===== src/rtl/spmv_pkg.sv =====
// Shared definitions for the SpMV run sequencer.
//   AW / YW : address widths of the rid/value/xd RAMs and of the y RAM.
//   SEL_*   : ld_sel target codes; any other code is an illegal target.
//   state_t : run-sequencer FSM states.
package spmv_pkg;

  localparam int AW = 4;
  localparam int YW = 3;

  localparam logic [1:0] SEL_RID = 2'd0;
  localparam logic [1:0] SEL_VAL = 2'd1;
  localparam logic [1:0] SEL_XD  = 2'd2;

  typedef enum logic [2:0] {
    IDLE,
    LOAD,
    START,
    RUN,
    DRAIN_RD,
    DRAIN_WAIT,
    DRAIN_OUT,
    DONE
  } state_t;

endpackage


===== src/rtl/spmv_run_ctrl.sv =====
// Run sequencer for the HLS SpMV core and its rid/value/xd/y block RAMs.
// Each command loads the operand RAMs from a host beat stream, starts the
// core with the ap_start/ap_ready handshake, waits for ap_done (bounded by a
// watchdog), then streams the y RAM out with backpressure.
//
// Ports:
//   clk, rst_n            clock, synchronous active-low reset
//   cmd_start/busy/done   command request, busy level, completion pulse
//   err_sel, err_timeout  sticky errors, cleared by the next accepted command
//   ld_*                  host load beat stream (valid/ready, sel/addr/data/last)
//   mem_*                 shared port-A write side of the rid/value/xd RAMs
//   core_owns_mem         port-A mux select (1 = core, 0 = controller)
//   ap_*                  HLS core block-level handshake
//   y_ce/y_addr/y_q       y RAM read port (1-cycle latency)
//   out_*                 result beat stream (valid/ready, data/last)
module spmv_run_ctrl
  import spmv_pkg::*;
#(
  parameter int NNZ     = 16,
  parameter int NROWS   = 8,
  parameter int DW      = 32,
  parameter int TIMEOUT = 4096
) (
  input  logic          clk,
  input  logic          rst_n,
  input  logic          cmd_start,
  output logic          cmd_busy,
  output logic          cmd_done,
  output logic          err_sel,
  output logic          err_timeout,
  input  logic          ld_valid,
  output logic          ld_ready,
  input  logic [1:0]    ld_sel,
  input  logic [AW-1:0] ld_addr,
  input  logic [DW-1:0] ld_data,
  input  logic          ld_last,
  output logic [AW-1:0] mem_addr,
  output logic [DW-1:0] mem_wdata,
  output logic          mem_we_rid,
  output logic          mem_we_val,
  output logic          mem_we_xd,
  output logic          core_owns_mem,
  output logic          ap_start,
  input  logic          ap_ready,
  input  logic          ap_done,
  input  logic          ap_idle,
  output logic          y_ce,
  output logic [YW-1:0] y_addr,
  input  logic [DW-1:0] y_q,
  output logic          out_valid,
  input  logic          out_ready,
  output logic [DW-1:0] out_data,
  output logic          out_last
);

  localparam int            TW       = $clog2(TIMEOUT);
  localparam logic [TW-1:0] WD_LAST  = TW'(TIMEOUT - 1);
  localparam logic [YW-1:0] ROW_LAST = YW'(NROWS - 1);

  // The package address widths must match the RAM depths of this instance.
  if ($clog2(NNZ) != AW || $clog2(NROWS) != YW) begin : g_depth_mismatch
    $error("spmv_run_ctrl: NNZ/NROWS do not match spmv_pkg AW/YW");
  end

  state_t        state;
  logic [TW-1:0] wd_cnt;
  logic [YW-1:0] row;
  logic          err_sel_q;
  logic          err_timeout_q;
  logic [DW-1:0] y_data_p0;
  logic          ld_fire;
  logic          sel_legal;

  // ap_idle is informational only; no transition depends on it.
  logic unused_ap_idle;
  assign unused_ap_idle = ap_idle;

  assign ld_fire   = (state == LOAD) && ld_valid;
  assign sel_legal = (ld_sel == SEL_RID) || (ld_sel == SEL_VAL) || (ld_sel == SEL_XD);

  always_ff @(posedge clk) begin
    if (!rst_n) begin
      state         <= IDLE;
      wd_cnt        <= '0;
      row           <= '0;
      err_sel_q     <= 1'b0;
      err_timeout_q <= 1'b0;
    end else begin
      case (state)
        IDLE: begin
          if (cmd_start) begin
            err_sel_q     <= 1'b0;
            err_timeout_q <= 1'b0;
            state         <= LOAD;
          end
        end
        LOAD: begin
          if (ld_fire) begin
            // An illegal target still counts as a beat, so ld_last ends LOAD.
            if (!sel_legal) err_sel_q <= 1'b1;
            if (ld_last) begin
              wd_cnt <= '0;
              state  <= START;
            end
          end
        end
        START: begin
          if (ap_ready) begin
            row   <= '0;
            state <= ap_done ? DRAIN_RD : RUN;
          end
        end
        RUN: begin
          if (ap_done) begin
            row   <= '0;
            state <= DRAIN_RD;
          end else if (wd_cnt == WD_LAST) begin
            err_timeout_q <= 1'b1;
            state         <= DONE;
          end else begin
            wd_cnt <= wd_cnt + 1'b1;
          end
        end
        DRAIN_RD:   state <= DRAIN_WAIT;
        DRAIN_WAIT: state <= DRAIN_OUT;
        DRAIN_OUT: begin
          if (out_ready) begin
            if (row == ROW_LAST) begin
              state <= DONE;
            end else begin
              row   <= row + 1'b1;
              state <= DRAIN_RD;
            end
          end
        end
        DONE:    state <= IDLE;
        default: state <= IDLE;
      endcase
    end
  end

  // y RAM read data lands one cycle after y_ce; hold it for the output beat.
  always_ff @(posedge clk) begin
    if (state == DRAIN_WAIT) y_data_p0 <= y_q;
  end

  assign cmd_busy    = (state != IDLE);
  assign cmd_done    = (state == DONE);
  assign err_sel     = err_sel_q;
  assign err_timeout = err_timeout_q;

  assign ld_ready   = (state == LOAD);
  assign mem_addr   = ld_fire ? ld_addr : '0;
  assign mem_wdata  = ld_fire ? ld_data : '0;
  assign mem_we_rid = ld_fire && (ld_sel == SEL_RID);
  assign mem_we_val = ld_fire && (ld_sel == SEL_VAL);
  assign mem_we_xd  = ld_fire && (ld_sel == SEL_XD);

  assign core_owns_mem = (state == START) || (state == RUN);
  assign ap_start      = (state == START);

  assign y_ce   = (state == DRAIN_RD);
  assign y_addr = y_ce ? row : '0;

  // The data register is not reset; gating keeps the port at 0 when idle.
  assign out_valid = (state == DRAIN_OUT);
  assign out_last  = out_valid && (row == ROW_LAST);
  assign out_data  = out_valid ? y_data_p0 : '0;

endmodule


===== config.mk =====
export PLATFORM = sky130hd
export DESIGN_NAME = spmv_run_ctrl
export DESIGN_NICKNAME = d
export VERILOG_FILES = /design/src/rtl/spmv_pkg.sv /design/src/rtl/spmv_run_ctrl.sv
export SDC_FILE = /design/constraint.sdc
export NUM_CORES = 1
export LEC_CHECK = 0
export ABC_AREA = 1
export CORE_AREA = 4 4 80 119
export DETAILED_ROUTE_END_ITERATION = 8
export DIE_AREA = 0 0 84 123
export GPL_TIMING_DRIVEN = 0
export PLACE_DENSITY = 0.88
export SLEW_MARGIN = 20
export SYNTH_ARGS = -nofsm -noshare
export SYNTH_HDL_FRONTEND = slang
export SYNTH_SLANG_ARGS = --single-unit

===== constraint.sdc =====
create_clock -name clk -period 2.5 [get_ports clk]
set_input_delay 0.375 -clock clk [delete_from_list [all_inputs] [get_ports clk]]
set_output_delay 0.375 -clock clk [all_outputs]
set_load 0.05 [all_outputs]

==> results of run 1 <==
cells in the final DEF (no fill, tap or decap), drive strengths merged:
master,n
nor2,114
inv,101
clkdlybuf4s50,86
nand2,75
edfxtp,32
clkbuf,31
dlygate4sd2,21
dfxtp,20
clkdlybuf4s15,20
buf,19
nand3,17
a21oi,14
nand4,7
nor3,4
o21ai,4
xor2,3
ha,3
dlymetal6s2s,3
nor3b,2
o211ai,1
bufinv,1
clkinv,1
through the flow:
stage               TNS [ns]  std cells
floorplan             -0.334        407
global placement      -14.28        675
detailed placement     -6.85        676
CTS                        0        684
global route         -0.0114        686
finish                     0        686
critical path: cells and delay by family, from the launching register on:
family        cells  cell delay, ns
simple gates      2            0.39
flops             1            0.51
buf+inv           2            0.83
power by group:
part | switching (mW) | internal (mW) | leakage [nW]
registers | 0.0667 | 0.988 | 0.451
logic | 1.13 | 0.540 | 1.77
clock network | 0.306 | 0.501 | 0.0871
total | 1.50 | 2.03 | 2.31
routing by layer:
layer / up-vias / global-route usage [%] / share of wire, %
li1: 1556 / - / -
met1: 1419 / 18.9 / 36
met2: 110 / 37.7 / 56
met3: 19 / 3.60 / 5.5
met4: 0 / 6.34 / 2.3
met5: - / 0 / 0
how the worst max path moves through the flow:
stage	depth (start not counted)	end	start	slack, ns
after global routing	8	mem_wdata[21]	state[1]	-0.007
after global placement	2	y_data_p0[1]	state[2]	-0.26
final	4	out_data[20]	state[2]	0.1
after floorplan	6	mem_we_rid	state[1]	-0.17
after detailed placement	6	mem_wdata[24]	ld_valid	-0.33
after CTS	7	mem_wdata[12]	state[1]	0.0004
cells by family (layout without fill, tap and decap cells):
group	after synthesis	count (layout)
and+or+nand+nor	219	219
buffers and inverters	111	283
DFF	52	52
AOI/OAI and AO/OA	19	19
adders and majority gates	3	3
xor gates and xnor gates	3	3
Yosys cell counts, types with 2 or more instances:
| library cell | count |
|---|---|
| buf_2 | 3 |
| nand2_2 | 14 |
| nand2_1 | 57 |
| nand2_4 | 3 |
| inv_1 | 95 |
| ha_1 | 3 |
| nand3_2 | 2 |
| inv_2 | 4 |
| edfxtp_1 | 32 |
| nor2_1 | 108 |
| xor2_1 | 3 |
| o21ai_0 | 3 |
| nand4_1 | 7 |
| clkbuf_1 | 6 |
| a21oi_1 | 7 |
| nor2_4 | 3 |
| nand3_1 | 15 |
| inv_4 | 2 |
| a21oi_2 | 7 |
| nor3_1 | 4 |
| dfxtp_1 | 20 |
| nor2_2 | 2 |
timing repair:
action                                  4_1_cts  5_1_grt
endpoints found under the setup margin       72       51
setup buffers                                 0        2
resized for setup                           152       51
hold buffers                                  0        0
pin swaps                                     0        1
endpoints found under the hold margin         0        0
cell type report:
class	count	area, µm²	share of cell area (%)
timing repair buffer	164	1500	31.1
sequential	52	1360	28.2
multi-input combinational	244	1210	25.1
inverter	101	384	7.96
clock buffer	6	139	2.88
tap	107	134	2.77
buffer	10	57.6	1.19
clock inverter	2	38.8	0.803
sequential cells by signal, indices dropped and copies added (netlist names):
name         cells
err_timeout      1
wd_cnt          12
err_sel          1
row              3
y_data_p0       32
state            3
==> insert_results.sql, run 1 <==
INSERT INTO impl_metrics (metric_group, metric, value, unit) VALUES
('critical_path', 'max_stage_delay', '0.54', 'ns'),
('drt', 'detail_route.wirelength', '9600', 'µm'),
('cts', 'total_cts_buffers', '5', ''),
('layout', 'synthToLayoutAreaGrowth', '60.6', '%'),
('layout', 'fill_cells', '708', ''),
('yosys', 'ys_seq_elements', '52', ''),
('cts', 'tritoncts', 'yes', ''),
('timing', 'final.period_utilization', '96.1', '%'),
('yosys', 'synthDominantCellAreaShare', '32.0', '%'),
('placed_design', 'place_congestion', '0.907', ''),
('drt', 'dr.pass1.iters', '4', ''),
('yosys', 'ys.warnings.count', '0', ''),
('yosys', 'synth_top_family_by_area', 'simple AND/OR/NAND/NOR gates', ''),
('yosys', 'postSynthAreaPerCell', '7.39', 'µm²'),
('layout', 'drive_gt1_share', '17.6', '%'),
('yosys', 'synth_area', '0.00301', 'mm²'),
('min_path', 'hold_class', 'register to register', ''),
('timing', 'worstMarginPinSlew', '0.591', 'ns'),
('layout', 'postLayoutCoreUtil', '57.4', '%'),
('grt', 'track_usage', '18.7', '%'),
('grt', 'grt_first_pass_wirelength', '15200', 'µm'),
('placed_design', 'place_hpwl', '7770', 'µm'),
('yosys', 'synthesis.nets', '489', ''),
('cts', 'cell_at_the_root_of_the_clock_tree', 'clkbuf_16', ''),
('yosys', 'synth_top_area_cell', 'edfxtp_1', ''),
('yosys', 'ys_top_cells_by_area', 'edfxtp_1 (32%), nor2_1 (13%), dfxtp_1 (13%)', ''),
('floorplanning', 'starting_utilization_of_the_core_area', '35.7', '%'),
('yosys', 'netlist-cell-type-count', '29', ''),
('critical_path', 'worst_ep_required_time', '2.12', 'ns'),
('cts', 'ctsHtreeMaxLevel', '2', ''),
('yosys', 'synth_seq_area_share', '45.3', '%'),
('critical_path', 'critical_path_class', 'register to output pin', ''),
('cts', 'numClockSinks', '52', ''),
('grt', 'grt_pass1_vias', '3090', ''),
('yosys', 'yosys.area_share.simple', '33.7', '%'),
('timing', 'fmax', '416', 'MHz'),
('layout', 'post-route-cell-area', '0.00483', 'mm²'),
('floorplanning', 'chipHeight', '123', 'µm'),
('critical_path', 'worst-endpoint-arrival', '2.03', 'ns'),
('critical_path', 'critical_path.endpoint_type', 'output pin', ''),
('yosys', 'synth.mux.area_fraction', '0', '%'),
('cts', 'clk_latency', '0.30', 'ns'),
('power_and_ir_drop', 'power.density', '732', 'mW/mm²'),
('min_path', 'min_to', 'err_sel', ''),
('power_and_ir_drop', 'worst_vdd_rail_ir_drop', '0.420', 'mV'),
('placed_design', 'pre_cts_slack', '-0.327', 'ns'),
('grt', 'overflow', '0', ''),
('drt', 'drc', '0', ''),
('critical_path', 'terminus_of_the_critical_flop_to_flop_path', 'wd_cnt[7]', ''),
('floorplanning', 'coreArea', '0.00841', 'mm²'),
('power_and_ir_drop', 'p_leak', '2.31', 'nW'),
('floorplanning', 'boundaryPins', '163', ''),
('yosys', 'synth-edff-count', '32', ''),
('run_status', 'run_status', 'finished, final reports clean', ''),
('critical_path', 'worstPathCellList', 'nand3_2 > clkbuf_1 > nor2_1 > dlygate4sd2_1', ''),
('yosys', 'synth_async_sr_flop_share', '0', '%'),
('critical_path', 'startpoint_type', 'register', ''),
('timing', 'worst_setup_margin', '0.0985', 'ns'),
('critical_path', 'crit_fanout', '10', ''),
('layout', 'finish.net_count', '660', ''),
('floorplanning', 'die_outline_area', '0.0103', 'mm²'),
('timing', 'fin_worst_hold_slack', '0.463', 'ns'),
('timing', 'timing_max_transition_violations_final', '0', ''),
('job', 'cap_violations', '0', ''),
('timing', 'fin_skew', '0.00698', 'ns'),
('drt', 'detail-route-antenna-nets', '0', ''),
('yosys', 'ys.flop_type', 'edfxtp_1', ''),
('critical_path', 'critical_path.slowest_cell', 'dlygate4sd2_1', ''),
('drt', 'detailroute.via_count', '3104', ''),
('yosys', 'synth_adder_area_share', '1.25', '%'),
('grt', 'grt_start_max_net_pins', '19', '');
No activity file was read; power rests on OpenSTA's default activity.
==> run 2, diff against run 1 <==
Settings changed: CAP_MARGIN set to 15, CTS_CLUSTER_DIAMETER set to 30.
==> results of run 2 <==
Same layout as run 1: the final DEF is identical, and so are final timing and power.
